<file path="config.mk">
export PLATFORM = sky130hd
export DESIGN_NAME = ll_deq_scheduler_flat
export DESIGN_NICKNAME = d
export VERILOG_FILES = /design/src/rtl/ll_pkg.sv /design/src/rtl/ll_deq_scheduler_if.sv /design/src/rtl/ll_rr_arbiter.sv /design/src/rtl/ll_deq_scheduler.sv /design/src/flat_wrapper.sv
export SDC_FILE = /design/constraint.sdc
export NUM_CORES = 1
export LEC_CHECK = 0
export ABC_AREA = 1
export CORE_MARGIN = 8
export CORE_UTILIZATION = 50
export DETAILED_ROUTE_END_ITERATION = 8
export PLACE_DENSITY = 0.77
export SLEW_MARGIN = 20
export SYNTH_ARGS = -nofsm -noshare
export SYNTH_HDL_FRONTEND = slang
export SYNTH_SLANG_ARGS = --single-unit
</file>
<file path="constraint.sdc">
create_clock -name clk -period 3.7 [get_ports clk]
set_input_delay 0.555 -clock clk [delete_from_list [all_inputs] [get_ports clk]]
set_output_delay 0.555 -clock clk [all_outputs]
set_load 0.1 [all_outputs]
</file>
<file path="src/rtl/ll_pkg.sv">
// Shared parameters and types for the linked-list dequeue scheduler.
package ll_pkg;

  localparam int NUM_QUEUES = 4;
  localparam int LL_DEPTH   = 64;
  localparam int DATA_WIDTH = 6;
  localparam int READ_DELAY = 3;
  localparam int ISSUE_GAP  = 1;

  localparam int QW     = $clog2(NUM_QUEUES);
  localparam int CW     = $clog2(LL_DEPTH + 1);
  localparam int GW     = (ISSUE_GAP > 0) ? $clog2(ISSUE_GAP + 1) : 1;
  localparam int PIPE_D = READ_DELAY + 1;

  typedef logic [QW-1:0]         qid_t;
  typedef logic [CW-1:0]         cnt_t;
  typedef logic [DATA_WIDTH-1:0] data_t;
  typedef logic [GW-1:0]         gap_t;

  typedef enum logic [0:0] {INIT = 1'b0, RUN = 1'b1} sched_state_e;

  function automatic qid_t wrap_inc(qid_t q);
    if (int'(q) == NUM_QUEUES - 1) return '0;
    return q + 1'b1;
  endfunction

endpackage

</file>
<file path="src/rtl/ll_deq_scheduler_if.sv">
// Enqueue, dequeue-issue, response and occupancy signals of the scheduler.
interface ll_deq_scheduler_if;
  import ll_pkg::*;

  logic                     init_done_in;
  logic                     enq_vld_in;
  qid_t                     enq_id_in;
  data_t                    enq_data_in;
  logic                     enq_rdy_out;
  logic                     ll_enq_vld_out;
  qid_t                     ll_enq_id_out;
  data_t                    ll_enq_data_out;
  logic [NUM_QUEUES-1:0]    deq_req_in;
  logic [NUM_QUEUES-1:0]    deq_gnt_out;
  logic                     ll_deq_vld_out;
  qid_t                     ll_deq_id_out;
  data_t                    ll_deq_data_in;
  logic                     rsp_vld_out;
  qid_t                     rsp_id_out;
  data_t                    rsp_data_out;
  logic [NUM_QUEUES*CW-1:0] queue_cnt_out;
  cnt_t                     global_cnt_out;

  modport master (
    output init_done_in, enq_vld_in, enq_id_in, enq_data_in, deq_req_in, ll_deq_data_in,
    input  enq_rdy_out, ll_enq_vld_out, ll_enq_id_out, ll_enq_data_out, deq_gnt_out,
           ll_deq_vld_out, ll_deq_id_out, rsp_vld_out, rsp_id_out, rsp_data_out,
           queue_cnt_out, global_cnt_out
  );

  modport slave (
    input  init_done_in, enq_vld_in, enq_id_in, enq_data_in, deq_req_in, ll_deq_data_in,
    output enq_rdy_out, ll_enq_vld_out, ll_enq_id_out, ll_enq_data_out, deq_gnt_out,
           ll_deq_vld_out, ll_deq_id_out, rsp_vld_out, rsp_id_out, rsp_data_out,
           queue_cnt_out, global_cnt_out
  );

endinterface

</file>
<file path="src/rtl/ll_rr_arbiter.sv">
// Combinational arbiter: first request at or after ptr_i wins.
// Define LL_SCHED_STRICT_PRIO_EN for fixed priority (lowest index wins, ptr_i ignored).
module ll_rr_arbiter
  import ll_pkg::*;
(
  input  logic [NUM_QUEUES-1:0] req_i,
  input  qid_t                  ptr_i,
  output logic [NUM_QUEUES-1:0] gnt_o,
  output qid_t                  idx_o,
  output logic                  any_o
);

  always_comb begin
    int k;
    k     = 0;
    gnt_o = '0;
    idx_o = '0;
    any_o = 1'b0;
    for (int i = 0; i < NUM_QUEUES; i++) begin
`ifdef LL_SCHED_STRICT_PRIO_EN
      k = i;
`else
      k = int'(ptr_i) + i;
      if (k >= NUM_QUEUES) k = k - NUM_QUEUES;
`endif
      if (!any_o && req_i[k]) begin
        any_o = 1'b1;
        idx_o = qid_t'(k);
      end
    end
    if (any_o) gnt_o[idx_o] = 1'b1;
  end

`ifdef LL_SCHED_STRICT_PRIO_EN
  logic unused_ptr;
  assign unused_ptr = ^ptr_i;
`endif

endmodule

</file>
<file path="src/rtl/ll_deq_scheduler.sv">
// Occupancy tracking, enqueue gating and dequeue issue in front of the multi-queue linked list.
// LL_SCHED_STRICT_PRIO_EN selects fixed-priority arbitration instead of round-robin.
module ll_deq_scheduler
  import ll_pkg::*;
(
  input  logic               clk,
  input  logic               reset,
  ll_deq_scheduler_if.slave  bus
);

  localparam logic [0:0] ST_INIT = 1'(INIT);
  localparam logic [0:0] ST_RUN  = 1'(RUN);

  logic [0:0]            state_q, state_d;
  cnt_t                  cnt_q [NUM_QUEUES];
  cnt_t                  cnt_d [NUM_QUEUES];
  cnt_t                  global_cnt_q, global_cnt_d;
  qid_t                  rr_ptr_q, rr_ptr_d;
  gap_t                  gap_q, gap_d;
  logic                  ll_deq_vld_q, ll_deq_vld_d;
  qid_t                  ll_deq_id_q, ll_deq_id_d;
  logic [NUM_QUEUES-1:0] deq_gnt_q, deq_gnt_d;
  logic [PIPE_D-1:0]     pipe_vld_q, pipe_vld_d;
  qid_t                  pipe_id_q [PIPE_D];
  qid_t                  pipe_id_d [PIPE_D];

  logic                  run;
  logic                  enq_rdy;
  logic                  enq_acc;
  logic [NUM_QUEUES-1:0] eligible;
  logic [NUM_QUEUES-1:0] arb_req;
  logic [NUM_QUEUES-1:0] arb_gnt;
  qid_t                  arb_idx;
  logic                  issue;
  logic [NUM_QUEUES*CW-1:0] cnt_flat;

  assign run     = (state_q == ST_RUN);
  assign enq_rdy = run && (global_cnt_q != cnt_t'(LL_DEPTH));
  assign enq_acc = bus.enq_vld_in && enq_rdy;

  // Eligibility uses registered counts only, so a same-cycle enqueue cannot enable an issue.
  always_comb begin
    eligible = '0;
    for (int q = 0; q < NUM_QUEUES; q++)
      eligible[q] = bus.deq_req_in[q] && (cnt_q[q] != '0);
  end

  assign arb_req = (run && gap_q == '0) ? eligible : '0;

  ll_rr_arbiter u_arb (
    .req_i (arb_req),
    .ptr_i (rr_ptr_q),
    .gnt_o (arb_gnt),
    .idx_o (arb_idx),
    .any_o (issue)
  );

  always_comb begin
    state_d      = state_q;
    global_cnt_d = global_cnt_q;
    rr_ptr_d     = rr_ptr_q;
    ll_deq_vld_d = issue;
    ll_deq_id_d  = issue ? arb_idx : '0;
    deq_gnt_d    = arb_gnt;
    gap_d        = issue ? gap_t'(ISSUE_GAP) : ((gap_q != '0) ? gap_q - 1'b1 : gap_q);

    for (int q = 0; q < NUM_QUEUES; q++) begin
      cnt_d[q] = cnt_q[q];
      if (enq_acc && bus.enq_id_in == qid_t'(q) && !(issue && arb_idx == qid_t'(q)))
        cnt_d[q] = cnt_q[q] + 1'b1;
      else if (issue && arb_idx == qid_t'(q) && !(enq_acc && bus.enq_id_in == qid_t'(q)))
        cnt_d[q] = cnt_q[q] - 1'b1;
    end

    if (enq_acc && !issue)
      global_cnt_d = global_cnt_q + 1'b1;
    else if (issue && !enq_acc)
      global_cnt_d = global_cnt_q - 1'b1;

`ifdef LL_SCHED_STRICT_PRIO_EN
    rr_ptr_d = '0;
`else
    if (issue) rr_ptr_d = wrap_inc(arb_idx);
`endif

    pipe_vld_d   = {pipe_vld_q[PIPE_D-2:0], ll_deq_vld_q};
    pipe_id_d[0] = ll_deq_id_q;
    for (int i = 1; i < PIPE_D; i++)
      pipe_id_d[i] = pipe_id_q[i-1];

    case (state_q)
      ST_INIT: begin
        if (bus.init_done_in) state_d = ST_RUN;
      end
      default: begin
        // Losing init means the list is being rebuilt: forget occupancy and in-flight reads.
        if (!bus.init_done_in) begin
          state_d      = ST_INIT;
          global_cnt_d = '0;
          gap_d        = '0;
          ll_deq_vld_d = 1'b0;
          ll_deq_id_d  = '0;
          deq_gnt_d    = '0;
          pipe_vld_d   = '0;
          for (int q = 0; q < NUM_QUEUES; q++) cnt_d[q] = '0;
          for (int i = 0; i < PIPE_D; i++) pipe_id_d[i] = '0;
        end
      end
    endcase
  end

  always_ff @(posedge clk or posedge reset) begin
    if (reset) begin
      state_q      <= ST_INIT;
      global_cnt_q <= '0;
      rr_ptr_q     <= '0;
      gap_q        <= '0;
      ll_deq_vld_q <= 1'b0;
      ll_deq_id_q  <= '0;
      deq_gnt_q    <= '0;
      pipe_vld_q   <= '0;
      for (int q = 0; q < NUM_QUEUES; q++) cnt_q[q] <= '0;
      for (int i = 0; i < PIPE_D; i++) pipe_id_q[i] <= '0;
    end else begin
      state_q      <= state_d;
      global_cnt_q <= global_cnt_d;
      rr_ptr_q     <= rr_ptr_d;
      gap_q        <= gap_d;
      ll_deq_vld_q <= ll_deq_vld_d;
      ll_deq_id_q  <= ll_deq_id_d;
      deq_gnt_q    <= deq_gnt_d;
      pipe_vld_q   <= pipe_vld_d;
      for (int q = 0; q < NUM_QUEUES; q++) cnt_q[q] <= cnt_d[q];
      for (int i = 0; i < PIPE_D; i++) pipe_id_q[i] <= pipe_id_d[i];
    end
  end

  always_comb begin
    cnt_flat = '0;
    for (int q = 0; q < NUM_QUEUES; q++)
      cnt_flat[q*CW +: CW] = cnt_q[q];
  end

  assign bus.enq_rdy_out     = enq_rdy;
  assign bus.ll_enq_vld_out  = enq_acc;
  assign bus.ll_enq_id_out   = bus.enq_id_in;
  assign bus.ll_enq_data_out = bus.enq_data_in;
  assign bus.deq_gnt_out     = deq_gnt_q;
  assign bus.ll_deq_vld_out  = ll_deq_vld_q;
  assign bus.ll_deq_id_out   = ll_deq_id_q;
  assign bus.rsp_vld_out     = pipe_vld_q[PIPE_D-1];
  assign bus.rsp_id_out      = pipe_id_q[PIPE_D-1];
  assign bus.rsp_data_out    = bus.ll_deq_data_in;
  assign bus.queue_cnt_out   = cnt_flat;
  assign bus.global_cnt_out  = global_cnt_q;

endmodule

</file>
<file path="src/flat_wrapper.sv">
// flat-port wrapper written by rule: the top's interface ports become plain ports
module ll_deq_scheduler_flat import ll_pkg::*;
  (clk, reset, bus_init_done_in, bus_enq_vld_in, bus_enq_id_in, bus_enq_data_in, bus_deq_req_in, bus_ll_deq_data_in, bus_enq_rdy_out, bus_ll_enq_vld_out, bus_ll_enq_id_out, bus_ll_enq_data_out, bus_deq_gnt_out, bus_ll_deq_vld_out, bus_ll_deq_id_out, bus_rsp_vld_out, bus_rsp_id_out, bus_rsp_data_out, bus_queue_cnt_out, bus_global_cnt_out);
  ll_deq_scheduler_if bus_i ();
  input  logic clk;
  input  logic reset;
  input wire logic [$bits(bus_i.init_done_in)-1:0] bus_init_done_in;
  input wire logic [$bits(bus_i.enq_vld_in)-1:0] bus_enq_vld_in;
  input wire logic [$bits(bus_i.enq_id_in)-1:0] bus_enq_id_in;
  input wire logic [$bits(bus_i.enq_data_in)-1:0] bus_enq_data_in;
  input wire logic [$bits(bus_i.deq_req_in)-1:0] bus_deq_req_in;
  input wire logic [$bits(bus_i.ll_deq_data_in)-1:0] bus_ll_deq_data_in;
  output wire logic [$bits(bus_i.enq_rdy_out)-1:0] bus_enq_rdy_out;
  output wire logic [$bits(bus_i.ll_enq_vld_out)-1:0] bus_ll_enq_vld_out;
  output wire logic [$bits(bus_i.ll_enq_id_out)-1:0] bus_ll_enq_id_out;
  output wire logic [$bits(bus_i.ll_enq_data_out)-1:0] bus_ll_enq_data_out;
  output wire logic [$bits(bus_i.deq_gnt_out)-1:0] bus_deq_gnt_out;
  output wire logic [$bits(bus_i.ll_deq_vld_out)-1:0] bus_ll_deq_vld_out;
  output wire logic [$bits(bus_i.ll_deq_id_out)-1:0] bus_ll_deq_id_out;
  output wire logic [$bits(bus_i.rsp_vld_out)-1:0] bus_rsp_vld_out;
  output wire logic [$bits(bus_i.rsp_id_out)-1:0] bus_rsp_id_out;
  output wire logic [$bits(bus_i.rsp_data_out)-1:0] bus_rsp_data_out;
  output wire logic [$bits(bus_i.queue_cnt_out)-1:0] bus_queue_cnt_out;
  output wire logic [$bits(bus_i.global_cnt_out)-1:0] bus_global_cnt_out;
  assign bus_i.init_done_in = bus_init_done_in;
  assign bus_i.enq_vld_in = bus_enq_vld_in;
  assign bus_i.enq_id_in = bus_enq_id_in;
  assign bus_i.enq_data_in = bus_enq_data_in;
  assign bus_i.deq_req_in = bus_deq_req_in;
  assign bus_i.ll_deq_data_in = bus_ll_deq_data_in;
  assign bus_enq_rdy_out = bus_i.enq_rdy_out;
  assign bus_ll_enq_vld_out = bus_i.ll_enq_vld_out;
  assign bus_ll_enq_id_out = bus_i.ll_enq_id_out;
  assign bus_ll_enq_data_out = bus_i.ll_enq_data_out;
  assign bus_deq_gnt_out = bus_i.deq_gnt_out;
  assign bus_ll_deq_vld_out = bus_i.ll_deq_vld_out;
  assign bus_ll_deq_id_out = bus_i.ll_deq_id_out;
  assign bus_rsp_vld_out = bus_i.rsp_vld_out;
  assign bus_rsp_id_out = bus_i.rsp_id_out;
  assign bus_rsp_data_out = bus_i.rsp_data_out;
  assign bus_queue_cnt_out = bus_i.queue_cnt_out;
  assign bus_global_cnt_out = bus_i.global_cnt_out;
  ll_deq_scheduler u_core (.clk(clk), .reset(reset), .bus(bus_i));
endmodule
</file>
== Word-level counts from Yosys, hierarchy flattened ==
Index checks and enable logic that the tools add are counted.
Widths: inputs -> output; s select.

* Add/sub/neg operators: 19
* $lt $le $gt $ge: 10
* Equality and inequality tests: 8
* Multiplexer cells: 62
* Bitwise gates (word level): 1
* Reduce and logical (&&, ||, !) cells: 48

{| class="wikitable"
|+ Operators by type and width
! cell !! number
|-
| $lt 32x4->1 const B || 4
|-
| $mux 32 || 4
|-
| $mux 7 || 12
|-
| $mux 28 || 2
|-
| $add 7x1->7 const B || 5
|-
| $sub 7x1->7 const B || 5
|-
| $logic_and 1x1->1 || 29
|-
| $reduce_bool 7->1 || 4
|-
| $mux 4 || 6
|-
| $mux 1 || 22
|-
| $mux 2 || 9
|-
| $mux 8 || 2
|-
| $logic_not 1->1 || 13
|-
| $sub 3x3->4 const B || 3
|-
| $ge 3x3->1 const B || 3
|-
| $bmux 1 s2 || 4
|-
| $eq 2x2->1 const B || 4
|-
| $ne 7x7->1 const B || 1
|-
| $add 2x2->3 const B || 2
|-
| $eq 2x1->1 const B || 3
|-
| $logic_not 2->1 || 2
|-
| $sub 2x3->4 const B || 1
|-
| $add 2x1->3 const B || 1
|-
| $ge 2x3->1 const B || 1
|-
| 6 further kinds || 6
|}

* Register bits after elaboration: 58
* Input port bits: 22
* Word-level logic and storage cells: 164

== Longest topological paths before layout ==
Gate-level depths: netlist of the first run.

* Word-level depth: 23
* Depth in mapped cells: 23
* Mapped depth without buffers: 22

== Hierarchy ==
Synthesis of the first run repeated with hierarchy kept, for this count alone.

* Cells, all modules: 588
* Area total of the unflattened synthesis: 4,129.0 sq um

{| class="wikitable"
|+ By module, submodules not included
! module !! instances !! cells each !! area an instance (sq um)
|-
| ll_deq_scheduler || 1 || 518 || 3,742.3
|-
| ll_rr_arbiter || 1 || 70 || 386.6
|}

== Worst setup path before layout of the first run ==
Ideal clock, no wire load.

* Kind: reg-to-reg
* From: register u_core.cnt_q (netlist bit u_core.bus.queue_cnt_out[0])
* To: register u_core.cnt_q (netlist bit u_core.bus.queue_cnt_out[7])
* Data arrival time: 3,344 ps
* Slack: 188 ps
* Stages on the path, launching flop included: 19
* Buffers on the path: 1
* Path through: dfrtp_1 -> inv_1 -> ha_1 -> inv_1 -> nor2_1 -> nand3_1 -> nand3_1 -> nand3_1 -> a21oi_1 -> a21boi_0 -> o21ai_0 -> a31oi_1 -> ha_1 -> buf_1 -> nand2_2 -> nand2_2 -> nand2_1 -> o21ai_0 -> a21oi_1

{| class="wikitable"
|+ RTL lines
! what !! RTL line !! RTL
|-
| from (decl) || ll_deq_scheduler.sv:15 || <nowiki>cnt_t cnt_q [NUM_QUEUES];</nowiki>
|}

==> impl_results.md, run 1 <==
* Post-synth EDFFs at 0
* Kind of cell adding the most delay to the critical path: simple AND/OR/NAND/NOR gates
* Tmin final at about 3.3 ns
* Dpl cell area at roughly 4600 µm²
* Dominant synthesized flop cell: dfrtp_1
* CP Cell Sequence: inv_1, ha_1, inv_1, nor2_1, nand3_1, nand3_1, nand3_1, nand2_2, a21oi_1, a21boi_0, o21ai_0, a31oi_2, inv_1, ha_1, nand2_2, nand2_1, o21ai_0, inv_1, nand2_1, inv_1
* Type of origin of the critical path: flop
* Htree depth at 3
* Synth cell count leaders: nand2_1, inv_1, nor2_1
* Die Wd at roughly 110 µm
* RSZ-0062 raised after global routing: false
* Worst path most repeated cell: inv_1
* GP Congestion at 0.8909
* CP Max Fanout at 8
* CP arrival at between 3 and 4 ns
* Worst skew pair latency at 0.35 ns
* Gr usage total at 0.1841
* First-pass DRT Iterations at 5
* Wire per inst at approximately 14 µm
* CTS Root Cell: clkbuf_8
* First-pass GRT wire length at 17050 µm
* Max transition margin at 0.3449
* Vias/cell at 5.279
* # IOs at 83
* Setup TNS at 0 ns
* Clock sinks at 57
* Sequential fraction of the synthesis area at 0.3513
* CP max stage delay at around 0.43 ns
* Max_cap viols at 0
* Worst path bufs/invs at 5
* Final setup viols at 0
* Register Area at approximately 1400 µm²
* Iter 0 DRT Violations at 226
* IO buf count at just under 60
* # fillers at about 730
* Total grt overflow at 0
* Bufs on Longest Clock Path at 2
* Post-synth cell types at 36
* Crit end category: flop
* Vias at 3885
* CP required at just under 4 ns
* Final Skew at 0.01200 ns
* Synth Register Bits at 57
* Synth area leaders: dfrtp_1, nand2_1, inv_1, nor2_1, nand3_1
* Core box area at between 8000 and 9000 µm²
* # DRC at 0
* Tightest Pin Transition at 0.9796 ns
* Initial Util at 0.5043
* # diodes at 0
* Mapped cell area at a little over 4000 µm²
* Asr flop ratio synth at 1.000
* Synth Warn # at 0
* Avg Cell Area, Syn at approximately 7 µm²
* Final design utilization at 0.5952
* Yosys top cell area share at 0.3513
* Num rows at 33
* Final Cell Area at 4792 µm²
* Total Wirelength at 10080 µm
* Area leader, netlist: dfrtp_1
* Multi-input gate area at around 2100 µm²
* Largest net degree at the start of global routing at 58
* DIE HEIGHT at between 100 and 150 µm
* Total CTS buffers at 9
* Area Overhead vs Synth at 18.03%
* TritonCTS clock tree: built
* Hold-fix buffers, CTS at 0
* Hold Crit Class: flop to flop
* Period utilization at 0.9003
* Count leader, synth: nand2_1
* Die ar. at 11260 µm²
* Final ANT Viol Nets at 0
* Placed wire-length estimate at ~7000 µm
* Slowest-stage cell, CP: dfrtp_1
* Pins over their slew limit at 0
* Final nets at ~660
* Hold Slack at 0.4698 ns
* Critical path type: flop to flop
* Initial antenna violation count at 0
* Cells after Synth at 583
* Syn nets at 620
* Status: finished, final reports clean
* Number of global-route vias before repair at ~3.7k
* Hold Vio Cnt, Final at 0
* Clock-pin slew on the worst setup and hold paths at roughly 0.070 ns
* Share of layout cells above drive strength 1 at 0.08558
* Fmax achieved at approximately 300 MHz
tightest hold or removal path: stages, from the launching register on:
cell,delay [ns]
dfrtp_1,0.36
inv_1,0.05
nor2_1,0.03
through the flow:
step | cells | setup slack [ns]
after floorplan | 583 | 0.1878
after detailed placement | 720 | 0.2820
after global routing | 736 | 0.03566
after CTS | 736 | 0.3431
after global placement | 720 | 0.4334
final | 736 | 0.3690
cell usage in the layout (no fill, tap or decap), types with 2 or more instances in the layout:
cell type and instances:
nand2_1 109, inv_1 97, nor2_1 86, nand3_1 64
dfrtp_1 57, clkdlybuf4s50_1 54, a21oi_1 21, o21ai_0 19
nand4_1 19, nor3_1 16, ha_1 15, nand3_2 10
clkbuf_8 9, nand2_2 8, buf_4 6, o21ai_1 5
xor2_1 5, inv_2 4, nor2_2 3, clkinv_2 3
nand3b_1 2, bufinv_16 2
layout make-up:
cell class,count,share of cell area
multi-input combinational,396,0.4290
sequential,57,0.2977
timing repair buffer,60,0.1222
inverter,102,0.07990
tap,105,0.02742
clock buffer,10,0.02663
clock inverter,6,0.01723
worst paths after layout:
| path | slack (ns) | endpoint | cells after the start | startpoint |
|---|---|---|---|---|
| max | 0.37 | u_core.bus.queue_cnt_out[22]$_DFF_PP0_ | 20 | u_core.bus.queue_cnt_out[21]$_DFF_PP0_ |
| min | 0.47 | u_core.pipe_id_q[4]$_DFF_PP0_ | 2 | u_core.pipe_id_q[6]$_DFF_PP0_ |
| max reg2reg | 0.37 | u_core.bus.queue_cnt_out[22]$_DFF_PP0_ | 20 | u_core.bus.queue_cnt_out[21]$_DFF_PP0_ |
| max in group asynchronous | 2.50 | u_core.rr_ptr_q[0]$_DFFE_PP0P_ | 3 | reset |
| min in group asynchronous | 0.72 | u_core.bus.global_cnt_out[5]$_DFF_PP0_ | 3 | reset |
| min reg2reg | 0.47 | u_core.pipe_id_q[4]$_DFF_PP0_ | 2 | u_core.pipe_id_q[6]$_DFF_PP0_ |
state kept, by name, summed over array words and instances, names as in the netlist:
name and cells:
u_core.bus.global_cnt_out 7, u_core.pipe_id_q 6, u_core.bus.queue_cnt_out 28, u_core.bus.ll_deq_id_out 2
u_core.rr_ptr_q 2, u_core.run 1, u_core.bus.rsp_id_out 2, u_core.bus.deq_gnt_out 4
u_core.gap_q 1, u_core.pipe_vld_q 4
per-layer routing:
layer	wire, µm	vias to the layer above	GRT usage
met5	0	-	0
met4	136	0	0.07236
met3	791	15	0.05868
met2	4828	147	0.3021
met1	4328	1804	0.2197
li1	-	1919	-
what timing repair did:
item / CTS / global route
setup buffers: 0 / 0
resized for setup: 0 / 1
endpoints found under the setup margin: 0 / 2
kinds of logic (layout without fill, tap and decap cells):
kind of cell / count (synthesis) / in the layout / synth area share
buf+inv: 130 / 178 / 0.1439
xor+xnor: 7 / 7 / 0.01695
compound gates: 51 / 51 / 0.06841
simple gates: 323 / 323 / 0.3732
flops: 57 / 57 / 0.3513
fa+ha+maj: 15 / 15 / 0.04622
Power of run 1 is left out: the tool's default activity adds up to more than one toggle a clock period on the data nets, which glitch-free logic cannot reach.
==> run 2, diff against run 1 <==
--- a/config.mk
+++ b/config.mk
@@ -9,6 +9,7 @@
 export CORE_MARGIN = 8
 export CORE_UTILIZATION = 50
 export DETAILED_ROUTE_END_ITERATION = 8
+export GPL_ROUTABILITY_DRIVEN = 0
 export PLACE_DENSITY = 0.77
 export SLEW_MARGIN = 20
 export SYNTH_ARGS = -nofsm -noshare
==> constraint.sdc (replaced) <==
create_clock -name clk -period 3.7 [get_ports clk]
set_input_delay 0.74 -clock clk [delete_from_list [all_inputs] [get_ports clk]]
set_output_delay 0.74 -clock clk [all_outputs]
set_load 0.1 [all_outputs]
==> impl_results.md, run 2 (synthesized netlist as in run 1, its figures left out) <==
* Status: finished, final reports clean
* Bufs on Longest Clock Path at 2
* # DRC at 0
* Total Wirelength at a little under 10000 µm
* Largest net degree at the start of global routing at 34
* Worst skew pair latency at 0.34 ns
* CP max stage delay at approximately 0.43 ns
* Tmin final at 3.337 ns
* Tightest Pin Transition at around 1 ns
* Vias at roughly 3.8k
* First-pass GRT wire length at between 15000 and 20000 µm
* CTS Root Cell: clkbuf_8
* Iter 0 DRT Violations at between 100 and 150
* Max transition margin at 0.3322
* Final design utilization at 0.5986
* Htree depth at 3
* IO buf count at slightly below 60
* Most common cell after layout, fill and taps aside: nand2_1
* First-pass DRT Iterations at 4
* Total CTS buffers at 9
* Worst path bufs/invs at 5
* Initial Util at 0.5043
* Setup TNS at 0 ns
* Share of layout cells above drive strength 1 at 0.09148
* Hold Vio Cnt, Final at 0
* RSZ-0062 raised after global routing: false
* Postcts setup bufs at 0
* Initial antenna violation count at 0
* Wire per inst at roughly 13 µm
* Number of global-route vias before repair at around 3.8k
* Final ANT Viol Nets at 0
* Vias/cell at 5.187
* Critical path type: flop to flop
* Max_cap viols at 0
* CP arrival at ~3.6 ns
* Final nets at around 670
* CP Max Fanout at 8
* Die Wd at roughly 110 µm
* Num rows at 33
* Final Skew at about 0.01 ns
* Max FFs per register at 28
* Kind of cell adding the most delay to the critical path: simple AND/OR/NAND/NOR gates
* Clock-pin slew on the worst setup and hold paths at around 0.070 ns
* Hold Crit Class: flop to flop
* TritonCTS clock tree: built
* Pins over their slew limit at 0
* Worst path most repeated cell: inv_1
* Type of origin of the critical path: flop
* Clock sinks at 57
* Final setup viols at 0
* Area Overhead vs Synth at 18.71%
* Placed wire-length estimate at 7285 µm
* CP Cell Sequence: inv_1, ha_1, inv_1, nor2_1, nand3_1, nand3_1, nand3_1, nand2_2, a21oi_1, a21boi_0, o21ai_0, a31oi_2, inv_1, ha_1, nand2_2, nand2_1, o21ai_0, inv_1, nand2_1, inv_1
* Fmax achieved at about 300 MHz
* Most frequent cells in the layout: nand2_1, inv_1, nor2_1
* Die ar. at 11260 µm²
* Worst R2R Setup Slack at roughly 0.36 ns
* Gr usage total at 0.1841
* CP required at roughly 3.9 ns
* Core box area at a little over 8000 µm²
* Period utilization at 0.9019
* Slowest-stage cell, CP: dfrtp_1
* DIE HEIGHT at ~110 µm
* Total grt overflow at 0
* # IOs at between 80 and 90
* Hold Slack at 0.4720 ns
* Crit end category: flop
* # diodes at 0
[run 2: what timing repair did]
action | CTS | global route
setup endpoints to repair | 0 | 6
hold buffers | 0 | 0
resized for setup | 0 | 1
[run 2: final cells by class]
class                   count  area, µm²
well taps                 105      131.4
inverters                 102      382.9
fillers                   744       3232
clock buffers              12      165.2
multi-input cells         396       2056
repair buffers             63      608.1
clock inverters             4      50.05
flip-flops and latches     57       1426
[run 2: final timing paths]
| check | startpoint | end | depth (start not counted) |
|---|---|---|---|
| setup / recovery | u_core.bus.queue_cnt_out[21]$_DFF_PP0_ | u_core.bus.queue_cnt_out[22]$_DFF_PP0_ | 20 |
| hold / removal | u_core.pipe_id_q[6]$_DFF_PP0_ | u_core.pipe_id_q[4]$_DFF_PP0_ | 2 |
| setup reg to reg | u_core.bus.queue_cnt_out[21]$_DFF_PP0_ | u_core.bus.queue_cnt_out[22]$_DFF_PP0_ | 20 |
| hold reg to reg | u_core.pipe_id_q[6]$_DFF_PP0_ | u_core.pipe_id_q[4]$_DFF_PP0_ | 2 |
| max in group asynchronous | reset | u_core.bus.queue_cnt_out[19]$_DFF_PP0_ | 3 |
| min in group asynchronous | reset | u_core.bus.global_cnt_out[0]$_DFF_PP0_ | 2 |
[run 2: worst reg2reg max path: stages, from the launching register on]
cell	delay, ns
dfrtp_1	0.43
inv_1	0.13
ha_1	0.22
inv_1	0.05
nor2_1	0.08
nand3_1	0.16
nand3_1	0.15
nand3_1	0.11
nand2_2	0.14
a21oi_1	0.07
a21boi_0	0.19
o21ai_0	0.14
a31oi_2	0.27
inv_1	0.10
ha_1	0.29
nand2_2	0.18
nand2_1	0.18
o21ai_0	0.18
inv_1	0.06
nand2_1	0.07
inv_1	0.03
[run 2: per-layer routing]
layer | vias up | routed length [µm] | track usage
met1 | 1792 | 4248 | 0.2214
met2 | 102 | 4870 | 0.3101
met3 | 13 | 673 | 0.05203
li1 | 1926 | - | -
met4 | 0 | 123 | 0.06030
met5 | - | 0 | 0
[run 2: metrics by stage]
step | setup WS, ns | cells | cell area, µm²
2_1_floorplan | 0.1878 | 583 | 4060
3_3_place_gp | 0.2970 | 723 | 4598
3_5_place_dp | 0.1683 | 723 | 4598
4_1_cts | 0.3840 | 739 | 4813
5_1_grt | 0.04699 | 739 | 4820
6_report | 0.3630 | 739 | 4820
Power of run 2 is left out for the same reason.
